==> src/rtl/andn_qual_if.sv <==
// andn_qual_if: control inputs and qualified outputs of the andn_qual gate.
interface andn_qual_if #(
  parameter int WIDTH     = 4,
  parameter int CNT_WIDTH = 8
);
  logic                 CE;
  logic [WIDTH-1:0]     I;
  logic                 CNT_CLR;
  logic                 O;
  logic                 RISE;
  logic [CNT_WIDTH-1:0] CNT;
  modport master (output CE, I, CNT_CLR, input O, RISE, CNT);
  modport slave  (input CE, I, CNT_CLR, output O, RISE, CNT);
endinterface

==> src/rtl/andn_qual.sv <==
// andn_qual: registered AND of optionally inverted inputs, qualified over
// QUAL_CYCLES consecutive matches, with a rise pulse and saturating event count.
module andn_qual #(
  parameter int                 WIDTH       = 4,
  parameter logic [WIDTH-1:0]   INV_MASK    = 4'b0111,
  parameter int                 QUAL_CYCLES = 1,
  parameter int                 CNT_WIDTH   = 8
) (
  input logic         C,
  input logic         CLR_N,
  andn_qual_if.slave  bus
);
  typedef enum logic [1:0] {IDLE, QUAL, ACTIVE} state_t;
  localparam logic [7:0] QMAX = 8'(QUAL_CYCLES);
  state_t               state, state_nxt;
  logic [7:0]           qc, qc_nxt;
  logic [WIDTH-1:0]     ir;
  logic                 rise;
  logic [CNT_WIDTH-1:0] cnt;
  logic                 match, enter;
  assign match = &(ir ^ INV_MASK);
  always_comb begin
    state_nxt = state;
    qc_nxt    = qc;
    case (state)
      IDLE: if (match) begin
        state_nxt = (QUAL_CYCLES == 1) ? ACTIVE : QUAL;
        qc_nxt    = (QUAL_CYCLES == 1) ? 8'd0 : 8'd1;
      end
      QUAL: if (!match) begin
        state_nxt = IDLE;
        qc_nxt    = 8'd0;
      end else if (qc + 8'd1 == QMAX) begin
        state_nxt = ACTIVE;
        qc_nxt    = 8'd0;
      end else begin
        qc_nxt = qc + 8'd1;
      end
      ACTIVE: state_nxt = match ? ACTIVE : IDLE;
      default: begin
        state_nxt = IDLE;
        qc_nxt    = 8'd0;
      end
    endcase
  end
  assign enter = bus.CE && state != ACTIVE && state_nxt == ACTIVE;
  always_ff @(posedge C or negedge CLR_N) begin
    if (!CLR_N) begin
      ir    <= '0;
      state <= IDLE;
      qc    <= 8'd0;
      rise  <= 1'b0;
      cnt   <= '0;
    end else begin
      if (bus.CE) begin
        ir    <= bus.I;
        state <= state_nxt;
        qc    <= qc_nxt;
      end
      rise <= enter;
      // clear beats a coincident increment; the rise pulse is unaffected
      if (bus.CNT_CLR) cnt <= '0;
      else if (enter && cnt != '1) cnt <= cnt + 1'b1;
    end
  end
  assign bus.O    = state == ACTIVE;
  assign bus.RISE = rise;
  assign bus.CNT  = cnt;
endmodule

==> src/flat_wrapper.sv <==
// flat-port wrapper written by rule: the top's interface ports become plain ports
module andn_qual_flat 
#(
  parameter int                 WIDTH       = 4,
  parameter logic [WIDTH-1:0]   INV_MASK    = 4'b0111,
  parameter int                 QUAL_CYCLES = 1,
  parameter int                 CNT_WIDTH   = 8
)
  (C, CLR_N, bus_CE, bus_I, bus_CNT_CLR, bus_O, bus_RISE, bus_CNT);
  andn_qual_if #(.WIDTH(WIDTH), .CNT_WIDTH(CNT_WIDTH)) bus_i ();
  input logic C;
  input logic CLR_N;
  input wire logic [$bits(bus_i.CE)-1:0] bus_CE;
  input wire logic [$bits(bus_i.I)-1:0] bus_I;
  input wire logic [$bits(bus_i.CNT_CLR)-1:0] bus_CNT_CLR;
  output wire logic [$bits(bus_i.O)-1:0] bus_O;
  output wire logic [$bits(bus_i.RISE)-1:0] bus_RISE;
  output wire logic [$bits(bus_i.CNT)-1:0] bus_CNT;
  assign bus_i.CE = bus_CE;
  assign bus_i.I = bus_I;
  assign bus_i.CNT_CLR = bus_CNT_CLR;
  assign bus_O = bus_i.O;
  assign bus_RISE = bus_i.RISE;
  assign bus_CNT = bus_i.CNT;
  andn_qual #(.WIDTH(WIDTH), .INV_MASK(INV_MASK), .QUAL_CYCLES(QUAL_CYCLES), .CNT_WIDTH(CNT_WIDTH)) u_core (.C(C), .CLR_N(CLR_N), .bus(bus_i));
endmodule
==> config.mk <==
export PLATFORM = sky130hd
export DESIGN_NAME = andn_qual_flat
export DESIGN_NICKNAME = d
export VERILOG_FILES = /design/src/rtl/andn_qual_if.sv /design/src/rtl/andn_qual.sv /design/src/flat_wrapper.sv
export SDC_FILE = /design/constraint.sdc
export NUM_CORES = 1
export LEC_CHECK = 0
export BUFFER_PORTS_ARGS = -buffer_cell sky130_fd_sc_hd__buf_2
export CORE_MARGIN = 1.5
export CORE_UTILIZATION = 35
export DETAILED_ROUTE_END_ITERATION = 10
export GPL_ROUTABILITY_DRIVEN = 1
export PLACE_DENSITY = 0.52
export SYNTH_ARGS = -nofsm -noshare
export SYNTH_HDL_FRONTEND = slang
export SYNTH_SLANG_ARGS = --single-unit
==> constraint.sdc <==
create_clock -name C -period 2.2 [get_ports C]
set_input_delay 0.44 -clock C [delete_from_list [all_inputs] [get_ports C]]
set_output_delay 0.44 -clock C [all_outputs]
set_load 0.05 [all_outputs]
# ---- Word level (Yosys, flattened, before mapping)
# Index checks and enable logic that the tools add are counted.
dict set report classes {
  add_sub_neg 2
  n_eq_ne 7
  muxes 11
  bitwise 2
  reduce_logical 7
}
# operator count
set op_table {}
lappend op_table {{two-way mux 8 bit} 5}
lappend op_table {{one-hot mux 8 bit (3 select lines)} 1}
lappend op_table {{adder 8 x 1 -> 8 bit, second input constant} 2}
lappend op_table {{equality test 8 x 1 -> 1 bit, second input constant} 1}
lappend op_table {{two-way mux 2 bit} 4}
lappend op_table {{inequality test 8 bit, second input constant} 1}
lappend op_table {{one-hot mux 2 bit (3 select lines)} 1}
lappend op_table {{equality test 2 bit, second input constant} 2}
lappend op_table {{AND reduction 4 bit} 1}
lappend op_table {{logical AND 1 bit} 3}
lappend op_table {{NOT 3 bit} 1}
lappend op_table {{AND reduction 3 bit} 1}
lappend op_table {{equality test 2 x 1 -> 1 bit, second input constant} 1}
lappend op_table {{zero test 2 bit} 1}
lappend op_table {{inequality test 2 x 1 -> 1 bit, second input constant} 1}
lappend op_table {{inequality test 2 bit, second input constant} 1}
lappend op_table {{nonzero test 2 bit} 1}
lappend op_table {{NOT 1 bit} 1}
dict set report totals {
  ff_bits 23
  inputBits 8
  out_inout_bits 10
}

# ---- Depth between registers and ports, before layout
# Gate-level depths: netlist (run 1).
dict set report depth {
  ltp_word 10
  depth_mapped 6
  ltp_nobuf 6
}

# ---- Worst setup path after synthesis (run 1)
# No wires, ideal clock.
dict set report synth_path {
  path_type {flip-flop to flip-flop}
  startpoint {register u_core.cnt[0], in the netlist u_core.bus.CNT[0]}
  endpoint {register u_core.cnt[2], in the netlist u_core.bus.CNT[2]}
  setup_ns 0.125
  arrival_ns 1.885
  required_time_ns 2.075
  path_slack_ns 0.190
  stages_incl_launch_ff 7
  path_buffers 0
  synth_period_minus_slack_ns 2.010
  path_cell_list {dfrtp_1 ha_1 and3_1 nand3_1 o211ai_4 a211oi_2 mux2_4}
}
dict set report synth_via {
  elab_chain_cells 3
  word_cells_on_any_way 6
  cone_classes {1 x add/sub; 1 x eq/ne; 2 x mux; 2 x reduce/logical}
}
# item line_no
set synth_lines {}
lappend synth_lines {{start: declaration} andn_qual.sv:19} ;# logic [CNT_WIDTH-1:0] cnt;
lappend synth_lines {{start signal: assignment} andn_qual.sv:63} ;# else if (enter && cnt != '1) cnt <= cnt + 1'b1;
lappend synth_lines {{adder 8 x 1 -> 8 bit / inequality test 8 bit (equally long branches)} andn_qual.sv:63}
lappend synth_lines {{two-way mux 8 bit / logical AND 1 bit (equally long branches)} andn_qual.sv:63}
lappend synth_lines {{two-way mux 8 bit / nonzero test 2 bit (equally long branches)} --}
# Several ways; a longest one is shown, not always the timed one. The select of a mux whose other input is x is not followed.
# A chain may end at the register's enable or synchronous reset.

# ---- Worst setup path in the final report (run 1)
dict set report layout_path {
  startpoint {register u_core.qc[1]}
  endpoint {register u_core.cnt[6], in the netlist u_core.bus.CNT[6]}
}
dict set report layout_via {
  elab_chain_cells 9
}
# item line_no
set layout_lines {}
lappend layout_lines {{start: declaration} andn_qual.sv:16} ;# logic [7:0] qc, qc_nxt;
lappend layout_lines {{start signal: assignment} andn_qual.sv:58} ;# qc <= qc_nxt;
lappend layout_lines {{adder 8 x 1 -> 8 bit} andn_qual.sv:33} ;# end else if (qc + 8'd1 == QMAX) begin
lappend layout_lines {{equality test 8 x 1 -> 1 bit} andn_qual.sv:33}
lappend layout_lines {{two-way mux 2 bit} andn_qual.sv:33}
lappend layout_lines {{two-way mux 2 bit} andn_qual.sv:30} ;# QUAL: if (!match) begin
lappend layout_lines {{one-hot mux 2 bit (3 select lines)} andn_qual.sv:25} ;# case (state)
lappend layout_lines {{equality test 2 bit} andn_qual.sv:46} ;# assign enter = bus.CE && state != ACTIVE && state_nxt == ACTIVE;
lappend layout_lines {{logical AND 1 bit} andn_qual.sv:46}
lappend layout_lines {{logical AND 1 bit} andn_qual.sv:63}
lappend layout_lines {{nonzero test 2 bit (no source line)} --}
# No other way between the ends.

==> results of run 1 <==
area by class of cell:
type	count	area [sq um]
fill	378	2180
multi-input combinational	103	795
inverter	5	18.8
timing repair buffer	18	92.6
clock buffer	4	45.0
tap	48	60.1
sequential	23	576
synthesized netlist by cell type, drive strengths merged:
cell type  number  area [sq um]
nand3          10          50.1
o22ai           1          6.26
xnor2           2          17.5
and3            5          32.5
and2            1          6.26
and4            2          20.0
nor2b           8          50.1
xor2            1          8.76
nor2           11          41.3
o21a            1          7.51
o2111ai         1          8.76
a311oi          1          8.76
a21bo           1          10.0
a32o            1          10.0
nand4           1          6.26
nand2b          2          12.5
nor3            2          10.0
a21boi          1          7.51
buf             2          10.0
o21ai           9          45.0
a31o            1          8.76
nand3b          1          7.51
ha              3          37.5
a41o            1          10.0
o211ai          2          42.5
nor4b           1          15.0
a211oi          7          87.6
a31oi           1          6.26
mux2i           1          10.0
dfrtp          23           576
clkbuf          3          12.5
inv             5          18.8
a21oi           3          18.8
mux2           11           146
nand2           8          30.0
o31ai           2          15.0
worst max path at each step:
stage,from,end,cells after the start
floorplan,u_core.bus.CNT[0]$_DFFE_PN0P_,u_core.bus.CNT[2]$_DFFE_PN0P_,6
global placement,u_core.qc[0]$_DFFE_PN0P_,u_core.bus.CNT[6]$_DFFE_PN0P_,6
detailed placement,u_core.qc[1]$_DFFE_PN0P_,u_core.bus.CNT[2]$_DFFE_PN0P_,6
CTS,u_core.qc[1]$_DFFE_PN0P_,u_core.bus.CNT[2]$_DFFE_PN0P_,6
global route,u_core.qc[1]$_DFFE_PN0P_,u_core.bus.CNT[5]$_DFFE_PN0P_,6
finish,u_core.qc[1]$_DFFE_PN0P_,u_core.bus.CNT[6]$_DFFE_PN0P_,6
where the power goes:
| part | internal, uW | switching, uW | leakage [uW] | total [uW] |
|---|---|---|---|---|
| combinational | 20.5 | 35.1 | 0.000344 | 55.6 |
| clock | 129 | 136 | 0.0000228 | 265 |
| sequential | 432 | 6.62 | 0.000312 | 439 |
registers in the layout, indices dropped and copies added, names as in the netlist:
name and cells:
u_core.qc 8, u_core.ir 4, u_core.state 2, u_core.bus.RISE 1, u_core.bus.CNT 8
routing by layer:
layer / global-route usage, % / vias to the layer above / wire [um]
met5: 0 / - / 0
met4: 3.83 / 0 / 14
met3: 2.87 / 2 / 114
met2: 20.0 / 20 / 1170
met1: 18.6 / 493 / 1350
li1: - / 534 / -
cells in the final DEF, fill, tap and decap left out, drive strengths merged, types with 2 or more instances in the layout:
master,n
nand3,10
a211oi,7
o211ai,2
dfrtp,23
inv,5
buf,18
nor2b,8
clkbuf,4
o31ai,2
a21oi,3
mux2,11
nand2,8
xnor2,2
and3,5
nor2,11
nor3,2
nand2b,2
and4,2
ha,3
o21ai,9
metrics by stage:
| step | hold slack [ns] | utilization, % | cell area (sq um) |
|---|---|---|---|
| floorplan | 0.144 | - | 1410 |
| global placement | 0.455 | 40.9 | 1540 |
| detailed placement | 0.463 | 40.9 | 1540 |
| CTS | 0.170 | 42.1 | 1590 |
| global route | 0.182 | 42.1 | 1590 |
| finish | 0.147 | 42.1 | 1590 |
cell families after synthesis:
logic type | after synthesis | share of synthesized area, %
multiplexers | 12 | 11.1
AND/OR/NAND/NOR | 52 | 19.9
buffers and inverters | 10 | 2.93
XOR/XNOR | 3 | 1.86
adder cells (fa/ha/maj) | 3 | 2.66
flip-flops | 23 | 40.8
AO/OA/AOI/OAI | 33 | 20.7
worst max-delay path, stage by stage (launching register included):
cell      delay (ns)
dfrtp_1         0.44
ha_1            0.28
and3_2          0.25
a31o_1          0.21
o211ai_4        0.16
a211oi_2        0.29
mux2_4          0.32
==> impl_metrics.toml, run 1 <==
[cts]
holdBufCountCts = 0
h-tree-depth = 1
cts_buffer_depth = 2
clkTransAtPathRegs_ns = 0.09
clk_latency_ns = 0.26
cts_sinks = 23
postCtsSetupBuffers = 0
ctsResizeCount = 0
cts-root-buf = "clkbuf_8"
cts_tree = "done"
cts_made_buffers = 3

[power_and_ir_drop]
leakage_uw = 0.000679
powerDensity_mw_per_mm2 = 479
p_total_uw = 760
peakVddDrop_uv = 213

[final_layout]
drive_above_1_share_pct = 28.8
area_growth_pct = 12.4
antenna_cells = 0
instances_no_fill = 201
num-nets-final = 165

[sta]
worstMarginPinSlew_ns = 0.612
hold_viol_final = 0
setup_viol = 0
tns_ns = 0
max_freq_ghz = 0.488
fin_crit_sh_pct = 93.1
min_period_ns = 2.05
max-slew-margin-rel_pct = 58.9
fin_skew_ns = 0.00483
final.setup.worst_slack_ns = 0.153
rsz0062_at_grt = "no"
slew_violations = 0

[place]
place_congestion = 0.781
hpwl_mm = 1.95
post-place-ws_ns = 0.153
place_inst = 197
io_buffers = 17

[floorplanning]
die_area_sq_mm = 0.00442
die_x_um = 66.5
start_util_pct = 37.4
core_sq_mm = 0.00377
die_y_um = 66.5
ios = 18
rows = 22

[yosys]
synthCells = 136
ys_seq_elements = 23
ys_warn_count = 0
yosysSeqAreaShare_pct = 40.8
syn_nets = 147
syn_avg_cell_area_sq_um = 10.4
syn_area_sq_mm = 0.00141
synth_cell_types = 42

[critical_path]
worstSetupEndpointType = "register"
path_class = "register to register"
regToRegSetupSlack_ns = 0.15
r2r_end = "u_core.bus.CNT[6]$_DFFE_PN0P_"
arrival_ns = 2.20
startpoint_type = "register"
path_max_fanout = 7
worstPathRequired_ns = 2.35
r2r_cells = 6
rr_startpoint = "u_core.qc[1]$_DFFE_PN0P_"

[global_route]
grt_pass1_vias = 995
grt_pass1_wl_mm = 4.49
grt_max_degree = 24
grt_usage_pct = 13.1
grt_antenna_before_repair = 0
grt_overflow = 0

[routing]
firstDrtPassIters = 4
drt-wirelength-per-cell_um = 13.2
drt-initial-drc-count = 67
num_vias = 1049
drt_wl_total_mm = 2.65
drtAntennaViolNets = 0
drc = 0
post_drt_via_cell_ratio = 5.22

[job]
max_cap_violations = 0

[hold_path]
hold_class = "input pin to async pin"

[run_status]
status = "completed"
(Power assumes the default switching activity.)
==> inputs of run 2 (changes only) <==
- CELL_PAD_IN_SITES_DETAIL_PLACEMENT: unset -> 1
- CELL_PAD_IN_SITES_GLOBAL_PLACEMENT: unset -> 2
- PLACE_DENSITY: 0.52 -> 0.74
- SKIP_CTS_REPAIR_TIMING: unset -> 1
==> impl_metrics.toml, run 2 (same netlist as run 1, synthesis figures left out) <==
[power_and_ir_drop]
powerDensity_mw_per_mm2 = 476
p_switching_uw = 184
p_comb_share_pct = 7.4
power.internal_uw = 580
peakVddDrop_uv = 232
pwr-share-clk_pct = 35.2
leakage_uw = 0.000688
p_total_uw = 764
switching_share_pct = 24.1
seqPwrFrac_pct = 57.4

[global_route]
grt_antenna_before_repair = 0
grt_pass1_vias = 1170
grt_max_degree = 24
grt_busiest_layer = "met2"
grt_pass1_wl_mm = 5.30
grt_use_met2_pct = 25.8
grt_overflow = 0
grt_usage_pct = 15.7
met1_usage_pct = 20.9
met3_usage_pct = 2.70

[routing]
drt-wirelength-per-cell_um = 14.9
post_drt_via_cell_ratio = 5.38
drc = 0
drtAntennaViolNets = 0
num_vias = 1092
drt_wl_total_mm = 3.02
drt-initial-drc-count = 25
firstDrtPassIters = 4

[floorplanning]
rows = 22
die_x_um = 66.5
start_util_pct = 37.4
ios = 18
core_sq_mm = 0.00377
die_area_sq_mm = 0.00442
die_y_um = 66.5

[critical_path]
startpoint_type = "register"
worstSetupEndpointType = "register"
path_class = "register to register"
path_max_fanout = 7
regToRegSetupSlack_ns = 0.15
rr_startpoint = "u_core.qc[1]$_DFFE_PN0P_"
crit_path_end = "u_core.bus.CNT[6]$_DFFE_PN0P_"
worstPathRequired_ns = 2.35
arrival_ns = 2.20
r2r_cells = 6
cp-startpoint = "u_core.qc[1]$_DFFE_PN0P_"
r2r_end = "u_core.bus.CNT[6]$_DFFE_PN0P_"

[sta]
max_freq_ghz = 0.488
rsz0062_at_grt = "no"
fin_crit_sh_pct = 93.1
fin_skew_ns = 0.00287
setup_viol = 0
worstMarginPinSlew_ns = 0.520
slew_violations = 0
min_period_ns = 2.05
hold_viol_final = 0
max-slew-margin-rel_pct = 65.3
tns_ns = 0

[final_layout]
layout_common_cells = "dfrtp_1, buf_2, nor2_1, nand3_1, o21ai_0"
multi_input_area_sq_um = 797
fillCellCount = 440
mostFrequentLayoutCell = "dfrtp_1"
ff_latch_area_sq_um = 576
drive_above_1_share_pct = 31.0
area_growth_pct = 13.7
num-nets-final = 167
antenna_cells = 0

[job]
max_cap_violations = 0

[hold_path]
hold_class = "input pin to async pin"

[cts]
cts_made_buffers = 3
clk_latency_ns = 0.26
cts_tree = "done"
clkTransAtPathRegs_ns = 0.09
cts-root-buf = "clkbuf_8"
cts_sinks = 23
h-tree-depth = 1
cts_buffer_depth = 2

[place]
io_buffers = 17
hpwl_mm = 2.25
place_congestion = 0.717

[run_status]
status = "completed"
## run 2: cell types whose count changed in the layout (fill, tap and decap cells not counted)
cell / previous run / this run
ha_2: 0 / 1
buf_4: 1 / 3
ha_1: 3 / 2
clkbuf_1: 1 / 0
clkinv_2: 0 / 1
## run 2: metrics by stage
| stage | setup WS [ns] | hold slack [ns] | utilization, % | area [sq um] | instances |
|---|---|---|---|---|---|
| 2_1_floorplan | 0.190 | 0.144 | - | 1410 | 136 |
| 3_3_place_gp | 0.184 | 0.456 | 41.3 | 1560 | 199 |
| 3_5_place_dp | 0.125 | 0.469 | 41.3 | 1560 | 199 |
| 4_1_cts | 0.108 | 0.162 | 42.5 | 1600 | 203 |
| 5_1_grt | 0.0332 | 0.171 | 42.6 | 1610 | 203 |
| 6_report | 0.152 | 0.139 | 42.6 | 1610 | 203 |
## run 2: power by group through the flow
| stage | registers [uW] | clock network [uW] | logic (uW) |
|---|---|---|---|
| finish | 439 | 268 | 56.7 |
| global route | 440 | 302 | 63.4 |
| CTS | 439 | 281 | 58.4 |
| detailed placement | 447 | 0 | 58.8 |
| global placement | 447 | 0 | 57.4 |
| floorplan | 450 | 0 | 31.1 |
## run 2: worst max-delay path, cell delays in order (launching register included)
cell and delay (ns):
dfrtp_1 0.45, ha_2 0.27, and3_2 0.22, a31o_1 0.21, o211ai_4 0.16, a211oi_2 0.30, mux2_4 0.32
## run 2: final cells by class
class	count	area share [%]
Multi-Input combinational cell	103	49.6
Sequential cell	23	35.9
Timing Repair Buffer	20	6.70
Tap cell	48	3.74
Clock buffer	3	2.57
Inverter	5	1.17
Clock inverter	1	0.312
## run 2: how the worst min path moves through the flow
stage,depth (start not counted),startpoint,end
final,1,CLR_N,u_core.qc[5]$_DFFE_PN0P_
after global routing,1,CLR_N,u_core.qc[6]$_DFFE_PN0P_
after floorplan,0,CLR_N,u_core.bus.CNT[0]$_DFFE_PN0P_
after detailed placement,1,CLR_N,u_core.bus.CNT[5]$_DFFE_PN0P_
after CTS,1,CLR_N,u_core.qc[5]$_DFFE_PN0P_
after global placement,1,CLR_N,u_core.bus.CNT[6]$_DFFE_PN0P_
## run 2: metal layers
metal / vias to the layer above / wire, um
li1: 535 / -
met5: - / 0
met1: 543 / 1440
met4: 0 / 23
met3: 2 / 74
met2: 12 / 1490
==> inputs of run 3 (changes only) <==
- clock period: 2.2 -> 2.6 ns (I/O delays scaled with it)
==> impl_metrics.toml, run 3 (same netlist as run 1, synthesis figures left out) <==
[job]
max_cap_violations = 0

[cts]
cts_made_buffers = 3
cts_tree = "done"
cts-root-buf = "clkbuf_8"
clk_latency_ns = 0.26
clkTransAtPathRegs_ns = 0.08
h-tree-depth = 1
cts_sinks = 23
cts_buffer_depth = 2

[floorplanning]
rows = 22
core_sq_mm = 0.00377
die_area_sq_mm = 0.00442
ios = 18
die_y_um = 66.5
start_util_pct = 37.4
die_x_um = 66.5

[sta]
hold_viol_final = 0
setup_viol = 0
timing.hold.ws_ns = 0.221
slew_violations = 0
max-slew-margin-rel_pct = 55.0
min_period_ns = 2.09
fin_skew_ns = 0.00129
fin_crit_sh_pct = 80.3
tns_ns = 0
max_freq_ghz = 0.479
rsz0062_at_grt = "no"
worstMarginPinSlew_ns = 0.676

[routing]
drtAntennaViolNets = 0
drt-wirelength-per-cell_um = 15.5
drc = 0
num_vias = 1091
firstDrtPassIters = 4
drt-initial-drc-count = 35
drt_wl_total_mm = 3.11
post_drt_via_cell_ratio = 5.46

[critical_path]
path_max_fanout = 7
regToRegSetupSlack_ns = 0.51
cpPeakStageDelay_ns = 0.45
critPathTopFamily = "compound AO/OA/AOI/OAI gates"
arrival_ns = 2.24
cp_cell_sequence = "ha_1 > and3_2 > a31o_1 > o211ai_4 > a211oi_2 > mux2_4"
worstPathRequired_ns = 2.76
path_buf_inv = 0
startpoint_type = "register"
worstSetupEndpointType = "register"
critPathSlowestCell = "dfrtp_1"
path_class = "register to register"

[final_layout]
multi_input_area_sq_um = 795
drive_above_1_share_pct = 28.9
layout_common_cells = "dfrtp_1, buf_2, nor2_1, nand3_1, o21ai_0"
mostFrequentLayoutCell = "dfrtp_1"
area_growth_pct = 12.0
num-nets-final = 164
fillCellCount = 437
antenna_cells = 0
ff_latch_area_sq_um = 576
design_area_sq_mm = 0.00158

[place]
hpwl_mm = 2.34
io_buffers = 17
place_congestion = 0.717
postPlaceCellArea_sq_mm = 0.00153

[global_route]
grt_pass1_vias = 1139
grt_antenna_before_repair = 0
grt_max_degree = 24
grt_usage_pct = 16.5
grt_overflow = 0
grt_pass1_wl_mm = 5.41

[power_and_ir_drop]
p_total_uw = 644
powerDensity_mw_per_mm2 = 407
leakage_uw = 0.000676
peakVddDrop_uv = 355

[hold_path]
hold_class = "input pin to async pin"

[run_status]
status = "completed"
## run 3: cell count changes in the layout (fill, tap and decap cells not counted), sizes merged
cell and delta:
buf -3
## run 3: power breakdown
group | switching [uW] | internal (uW)
Combinational | 30.5 | 17.3
Sequential | 5.79 | 366
Clock | 117 | 107
Total | 154 | 490
## run 3: worst reg2reg max path: stages, from the launching register on
cell      delay (ns)
dfrtp_1         0.45
ha_1            0.28
and3_2          0.25
a31o_1          0.22
o211ai_4        0.16
a211oi_2        0.30
mux2_4          0.32
## run 3: per-layer routing
metal	GRT usage, %	vias to the layer above	wire length, um	part of all wire [%]
li1	-	528	-	-
met1	20.2	545	1500	48
met2	28.4	16	1490	48
met3	4.05	2	95	3.1
met4	5.36	0	29	0.93
met5	0	-	0	0
## run 3: through the flow
step	cells	worst slack [ns]	utilization, %
after floorplan	136	0.590	-
after global placement	196	0.582	40.7
final	200	0.513	41.9
after CTS	200	0.497	41.9
after global routing	200	0.368	41.9
after detailed placement	196	0.505	40.7
## run 3: path summary, 6_finish.rpt
path                                           from                             to  cells after the start
min in group C                             bus_I[0]       u_core.ir[0]$_DFFE_PN0P_                      2
min                                           CLR_N  u_core.bus.CNT[5]$_DFFE_PN0P_                      1
max                        u_core.qc[1]$_DFFE_PN0P_  u_core.bus.CNT[6]$_DFFE_PN0P_                      6
max in group asynchronous                     CLR_N       u_core.qc[5]$_DFFE_PN0P_                      1
max reg2reg                u_core.qc[1]$_DFFE_PN0P_  u_core.bus.CNT[6]$_DFFE_PN0P_                      6
min reg2reg                u_core.ir[3]$_DFFE_PN0P_       u_core.ir[3]$_DFFE_PN0P_                      1
## run 3: layout make-up
type	instances	area share, %
clock buffer	3	2.61
clock inverter	1	0.317
inverter	5	1.19
multi-input combinational	103	50.3
sequential	23	36.4
tap	48	3.80
timing repair buffer	17	5.38
